`config.mk`:
```
export PLATFORM = sky130hd
export DESIGN_NAME = bus_arbiter4
export DESIGN_NICKNAME = d
export VERILOG_FILES = /design/src/rtl/bus_arbiter4_pkg.sv /design/src/rtl/rr_pick4.sv /design/src/rtl/bus_arbiter4.sv
export SDC_FILE = /design/constraint.sdc
export NUM_CORES = 1
export LEC_CHECK = 0
export ABC_AREA = 1
export CORE_AREA = 2 2 62 64
export DETAILED_ROUTE_END_ITERATION = 10
export DIE_AREA = 0 0 64 66
export GPL_TIMING_DRIVEN = 0
export PLACE_DENSITY = 0.45
export SLEW_MARGIN = 20
export SYNTH_ARGS = -nofsm -noshare
export SYNTH_HDL_FRONTEND = slang
export SYNTH_SLANG_ARGS = --single-unit
```
`constraint.sdc`:
```
create_clock -name clk -period 1.7 [get_ports clk]
set_input_delay 0.34 -clock clk [delete_from_list [all_inputs] [get_ports clk]]
set_output_delay 0.34 -clock clk [all_outputs]
set_load 0.03 [all_outputs]
```
`src/rtl/bus_arbiter4_pkg.sv`:
```
// Shared definitions for the four-requester round-robin bus arbiter:
// FSM state encoding, requester indices and the default hold limit.
package bus_arbiter4_pkg;

    typedef enum logic {
        ST_IDLE = 1'b0,
        ST_BUSY = 1'b1
    } state_t;

    localparam logic [1:0] REQ_IFETCH = 2'd0;
    localparam logic [1:0] REQ_DMEM   = 2'd1;
    localparam logic [1:0] REQ_DMA    = 2'd2;
    localparam logic [1:0] REQ_DBG    = 2'd3;

    localparam int MAX_HOLD_DEF = 16;

endpackage

```
`src/rtl/rr_pick4.sv`:
```
// Combinational round-robin picker: first set request scanning
// last+1, last+2, last+3, last (mod 4).
module rr_pick4
    import bus_arbiter4_pkg::*;
(
    input  logic [3:0] req,
    input  logic [1:0] last,
    output logic [1:0] winner,
    output logic       any
);

    logic [1:0] idx;
    logic       found;

    always_comb begin
        winner = last;
        found  = 1'b0;
        idx    = last;
        any    = |req;
        for (int k = 1; k <= 4; k++) begin
            idx = last + 2'(k);
            if (!found && req[idx]) begin
                winner = idx;
                found  = 1'b1;
            end
        end
    end

endmodule

```
`src/rtl/bus_arbiter4.sv`:
```
// Round-robin arbiter for the shared 32-bit datapath. Grants one requester
// at a time, holding until done, owner drop, or the hold limit expires.
module bus_arbiter4
    import bus_arbiter4_pkg::*;
#(
    parameter int MAX_HOLD = MAX_HOLD_DEF,
    parameter int CNT_W    = 5
) (
    input  logic       clk,
    input  logic       rst,
    input  logic [3:0] req,
    input  logic       done,
    output logic [3:0] gnt,
    output logic [1:0] sel,
    output logic       busy,
    output logic       preempt
);

    // CNT_W must be wide enough that MAX_HOLD-1 is reachable before saturation.
    localparam logic [CNT_W-1:0] HOLD_LAST = CNT_W'((MAX_HOLD > 0) ? (MAX_HOLD - 1) : 0);

    state_t           state;
    logic [CNT_W-1:0] cnt;
    logic [1:0]       last;
    logic [1:0]       winner;
    logic             any;
    logic             owner_req;
    logic             limit_hit;
    logic             release_now;

    rr_pick4 u_pick (
        .req    (req),
        .last   (last),
        .winner (winner),
        .any    (any)
    );

    // sel holds the owner throughout BUSY, so it doubles as the owner index.
    assign owner_req   = req[sel];
    assign limit_hit   = (MAX_HOLD != 0) && (cnt == HOLD_LAST);
    assign release_now = done || !owner_req || limit_hit;

    always_ff @(posedge clk) begin
        if (rst) begin
            state   <= ST_IDLE;
            gnt     <= 4'b0000;
            sel     <= 2'd0;
            busy    <= 1'b0;
            preempt <= 1'b0;
            cnt     <= '0;
            last    <= 2'd3;
        end else begin
            case (state)
                ST_IDLE: begin
                    preempt <= 1'b0;
                    if (any) begin
                        gnt   <= 4'b0001 << winner;
                        sel   <= winner;
                        busy  <= 1'b1;
                        cnt   <= '0;
                        state <= ST_BUSY;
                    end
                end
                ST_BUSY: begin
                    if (cnt != '1) begin
                        cnt <= cnt + 1'b1;
                    end
                    if (release_now) begin
                        gnt     <= 4'b0000;
                        busy    <= 1'b0;
                        last    <= sel;
                        preempt <= limit_hit && !done && owner_req;
                        state   <= ST_IDLE;
                    end else begin
                        preempt <= 1'b0;
                    end
                end
                default: begin
                    state <= ST_IDLE;
                    gnt   <= 4'b0000;
                    busy  <= 1'b0;
                end
            endcase
        end
    end

endmodule

```
# Yosys cells after proc, flatten, opt, wreduce, memory -nomap -nowiden
# Cells that the tools add are included.
[op_classes]
n_eq_ne = 5
reduce_logical = 17
n_lt_le_gt_ge = 5
muxes = 31
n_bitwise = 1
add_sub_neg = 4
shifts = 1
[op_table]
columns = ["op", "count"]
rows = [
  ["$lt 2x3->1 const B", 5],
  ["$mux 1", 13],
  ["$bmux 1 s2", 5],
  ["$mux 5", 2],
  ["$pmux 5 s2", 1],
  ["$mux 2", 4],
  ["$mux 4", 2],
  ["$pmux 4 s2", 1],
  ["$reduce_and 2->1", 4],
  ["$pmux 1 s2", 3],
  ["$add 5x1->5 const B", 1],
  ["$eq 5x4->1 const B", 1],
  ["$logic_and 1x1->1", 5],
  ["$logic_not 1->1", 5],
  ["$ne 5x5->1 const B", 1],
  ["$add 2x2->2 const B", 2],
  ["$ne 2x1->1 const B", 2],
  ["$reduce_or 4->1", 1],
  ["$shl 1x2->4 const A", 1],
  ["$add 2x1->2 const B", 1],
  ["$logic_or 1x1->1", 2],
  ["$ne 2x2->1 const B", 1],
  ["$not 1->1", 1],
]
[totals]
wordCells = 71
inputBits = 7
regBits = 16
output_inout_bits = 8

# Depth between registers and ports, before layout
[depth]
word_depth = 16
mapped_depth = 12
ltp_nobuf = 12

# Hierarchy
# A second synthesis with hierarchy kept.
[hier_totals]
cells_unflattened = 150
area_unflattened_um2 = 1084.8
[by_module_without_submodules]
columns = ["mod", "n_inst", "area_per_inst_um2", "seq_area_each_um2", "cells_per_inst"]
rows = [
  ["bus_arbiter4", 1, 830.8, 320.3, 106],
  ["rr_pick4", 1, 254.0, 0.0, 44],
]

# Least setup slack after synthesis
# OpenSTA, ideal clock, no wires.
[synth_path]
path_type = "reg2reg"
start = "reg cnt[0]"
end = "reg cnt[3]"
period_less_slack_ns = 1.448
required_ns = 1.585
t_arrival_ns = 1.332
setup_slack_ns = 0.252
path_stages_with_launch = 11
cell_sequence = "dfxtp_1 ha_1 nand2_1 nor2_1 ha_1 nor2_1 inv_1 nand2_1 nand2_1 nor2_1 nor3_1"
[synth_between]
elab_chain_cells = 3
elab_cells_between_ends = 6
classes_between = "add/sub (1); eq/ne (2); mux (2); reduce/logical (1)"
[synth_lines]
columns = ["element", "line_no", "rtl"]
rows = [
  ["from (decl)", "bus_arbiter4.sv:23", "logic [CNT_W-1:0] cnt;"],
  ["from (signal assigned)", "bus_arbiter4.sv:66", "cnt <= cnt + 1'b1;"],
  ["$add 5x1->5 / $ne 5x5->1 (equally long branches)", "bus_arbiter4.sv:66, bus_arbiter4.sv:65", ""],
  ["$mux 5 / $ne 2x1->1 (equally long branches)", "--", ""],
  ["$pmux 5 s2 / $reduce_and 2->1 (equally long branches)", "--", ""],
]
# Several ways; a longest one is shown, not always the timed one. The select of a mux whose other input is x is not followed.
# A chain may end at the register's enable or synchronous reset.

# Final worst setup path
[layout_path]
start = "reg gnt[0]"
end = "out gnt[0]"
[layout_rtl]
columns = ["element", "line_no", "rtl"]
rows = [
  ["from (decl)", "bus_arbiter4.sv:13", "output logic [3:0] gnt,"],
  ["from (signal assigned)", "bus_arbiter4.sv:57", "gnt <= 4'b0001 << winner;"],
]
# No word-level cell between the ends.

==> out/metrics.yaml <==
global_route:
  grt_max_degree: 11
  grtUsageTotal: 0.1188
  antenna_found_initial: 0
  grt_pass1_vias: 948
  overflow: 0
  grt_pass1_wl_mm: 4.002
sta:
  fin_crit_ns: 1.651
  hold_viol: 0
  skew_ns: 0.0002898
  relSlewSlack: 0.7815
  tightestPinTransition_ns: 0.3268
  timing.final.crit_share: 0.9715
  finalSetupViolCount: 0
  drv_slew: 0
  rsz0062_at_grt: "true"
  clock.fmax_ghz: 0.6055
pwr:
  irDropWorstVdd_mv: 0.4416
  p_per_area_nw_per_um2: 1040
  p_leak_nw: 0.5873
  p_total_mw: 1.299
worst_setup_path:
  cpMaxStageDelayCell: "clkdlybuf4s50_1"
  slowest_delay_ns: 0.68
  path_cells: "clkdlybuf4s50_1"
  crit_buf_inv: 1
  cp.arrival_ns: 1.31
  crit_path_start_kind: "flip-flop"
  worstPathRequired_ns: 1.36
  criticalPathCategory: "reg -> out"
  end_kind: "primary output"
  worstPathMaxFanout: 2
  critPathTopFamily: "buffers and inverters"
synth:
  synth_area_leaders: "dfxtp_1, nand2_1, nand3_1, nand2_2, inv_1"
  synth_cells: 153
  synth.avg_cell_area_um2: 6.501
  syn_nets: 163
  synth_top_area_share: 0.3220
  synth.top_cells.by_count: "nand2_1, nand3_1, dfxtp_1, inv_1, nor2_1"
  yosysUniqueCellTypes: 21
  synth_most_common_cell: "nand2_1"
  syn_area_um2: 994.7
  synth_enable_flop_cells: 0
  ys_seq_area_frac: 0.3220
  yosys.area.top_type: "dfxtp_1"
  async_flop_share: 0
  yosys_register_bits: 16
  ys_warn_count: 0
  ys.flop_type: "dfxtp_1"
routing:
  vias: 966
  detail-route-antenna-nets: 0
  drt_iter0_markers: 35
  wl_per_cell_um: 10.30
  drt_wl_total_mm: 2.256
  drtPass1Iterations: 5
  drc: 0
  vias_per_cell: 4.411
layout:
  regArea_um2: 322.8
  area_growth_pct: 25.53
  antenna_cells: 0
  utilization: 0.3517
  drive_above_1_share: 0.1871
  fin_nets: 182
  fill_cells: 401
  multi_input_area_um2: 611.8
floorplanning:
  initial_core_util: 0.2801
  dieArea_um2: 4224
  die_width_um: 64
  core_um2: 3551
  ioPinCount: 15
  die_h_um: 66
  rows: 22
placed_design:
  io_buffers: 14
  gp_congestion: 0.7470
  dp_hpwl_mm: 1.823
run:
  cap_violations: 0
clock_tree:
  path_clk_slew_ns: 0.09
  htree_levels: 1
  cts-root-buf: "clkbuf_4"
  cts_setup_buffers: 0
  cts_tree: "done"
  clkSinkCount: 16
  clockBufferDepth: 2
  ctsHoldBuffers: 0
  numCtsBuffers: 3
  clkLatencyLatePin_ns: 0.28
outcome:
  status: "finished, final reports clean"
worst_hold_path:
  hp-class: "reg -> reg"
==> report_power, final <==
group / internal, mW / switching (mW) / total, mW
Clock: 0.130 / 0.120 / 0.250
Combinational: 0.206 / 0.377 / 0.583
Sequential: 0.424 / 0.0419 / 0.466
==> registers in the layout, indices dropped and copies added, names as in the netlist <==
register	cells
busy	1
cnt	5
preempt	1
state	1
last	2
gnt	4
sel	2
==> worst reg2reg max path: stages, from the launching register on <==
cell     delay, ns
dfxtp_2       0.34
ha_1          0.20
nand2_1       0.11
nor2_2        0.05
ha_1          0.18
nor2_2        0.17
inv_2         0.08
nand2_2       0.11
nand2_1       0.06
nor2_1        0.08
nor3_1        0.05
==> stage by stage <==
step	setup WS, ns	area, µm²	setup TNS (ns)	hold WS [ns]	cells
6_report	0.04851	1249	0	0.4522	219
5_1_grt	-0.001820	1249	-0.001820	0.4633	219
4_1_cts	0.01257	1229	0	0.4924	219
3_5_place_dp	-0.1948	1195	-1.851	0.4690	215
3_3_place_gp	-0.2056	1195	-1.847	0.4758	215
2_1_floorplan	0.2524	994.7	0	0.4091	153
==> cell type report <==
| type | instances | share of cell area |
|---|---|---|
| Tap cell | 48 | 0.04810 |
| Sequential cell | 16 | 0.2585 |
| Multi-Input combinational cell | 118 | 0.4900 |
| Buffer | 1 | 0.006012 |
| Inverter | 18 | 0.05611 |
| Timing Repair Buffer | 14 | 0.1122 |
| Clock buffer | 4 | 0.02906 |
==> cells by family after synthesis <==
kind of cell / Yosys count / share of synthesized area
AND/OR/NAND/NOR: 97 / 0.4629
buffers and inverters: 19 / 0.07799
AO/OA/AOI/OAI: 18 / 0.09937
flip-flops: 16 / 0.3220
adder cells (fa/ha/maj): 3 / 0.03774
==> cell usage in the layout (no fill, tap or decap) <==
cell type	synthesis	final
nand2_1	48	46
nand3_1	17	17
dfxtp_1	16	14
inv_1	14	13
clkdlybuf4s50_1	0	11
nand2_2	9	10
nor2_1	11	9
a21oi_1	9	9
nor2_2	3	5
nand2_4	3	4
inv_2	3	4
o21ai_0	4	4
o211ai_1	3	3
nor3_1	3	3
ha_1	3	3
clkbuf_4	0	3
dfxtp_2	0	2
dlygate4sd2_1	0	2
o22ai_1	1	1
buf_4	1	1
inv_4	1	1
nand3_4	1	1
or2_1	1	1
o21ai_1	1	1
and3_1	1	1
clkbuf_8	0	1
dlymetal6s2s_1	0	1
==> worst paths after layout <==
path         slack (ns)  cells after the start                 from             endpoint
max                0.05                      1  gnt[0]$_SDFFE_PP0P_               gnt[0]
min                0.45                      1  cnt[0]$_SDFFE_PP0P_  cnt[0]$_SDFFE_PP0P_
max reg2reg        0.16                     10  cnt[0]$_SDFFE_PP0P_  cnt[3]$_SDFFE_PP0P_
min reg2reg        0.45                      1  cnt[0]$_SDFFE_PP0P_  cnt[0]$_SDFFE_PP0P_
==> metal layers <==
| layer | global-route usage | vias up | routed length, µm |
|---|---|---|---|
| met5 | 0 | - | 0 |
| li1 | - | 529 | - |
| met3 | 0.01022 | 2 | 47 |
| met1 | 0.1420 | 423 | 1056 |
| met2 | 0.2174 | 12 | 1138 |
| met4 | 0.04891 | 0 | 14 |
==> timing repair <==
action / in CTS / in global routing
gates resized for setup: 2 / 9
endpoints found under the setup margin: 2 / 13
pin swaps: 0 / 0
Note: power is estimated with default switching activity, not from simulation.
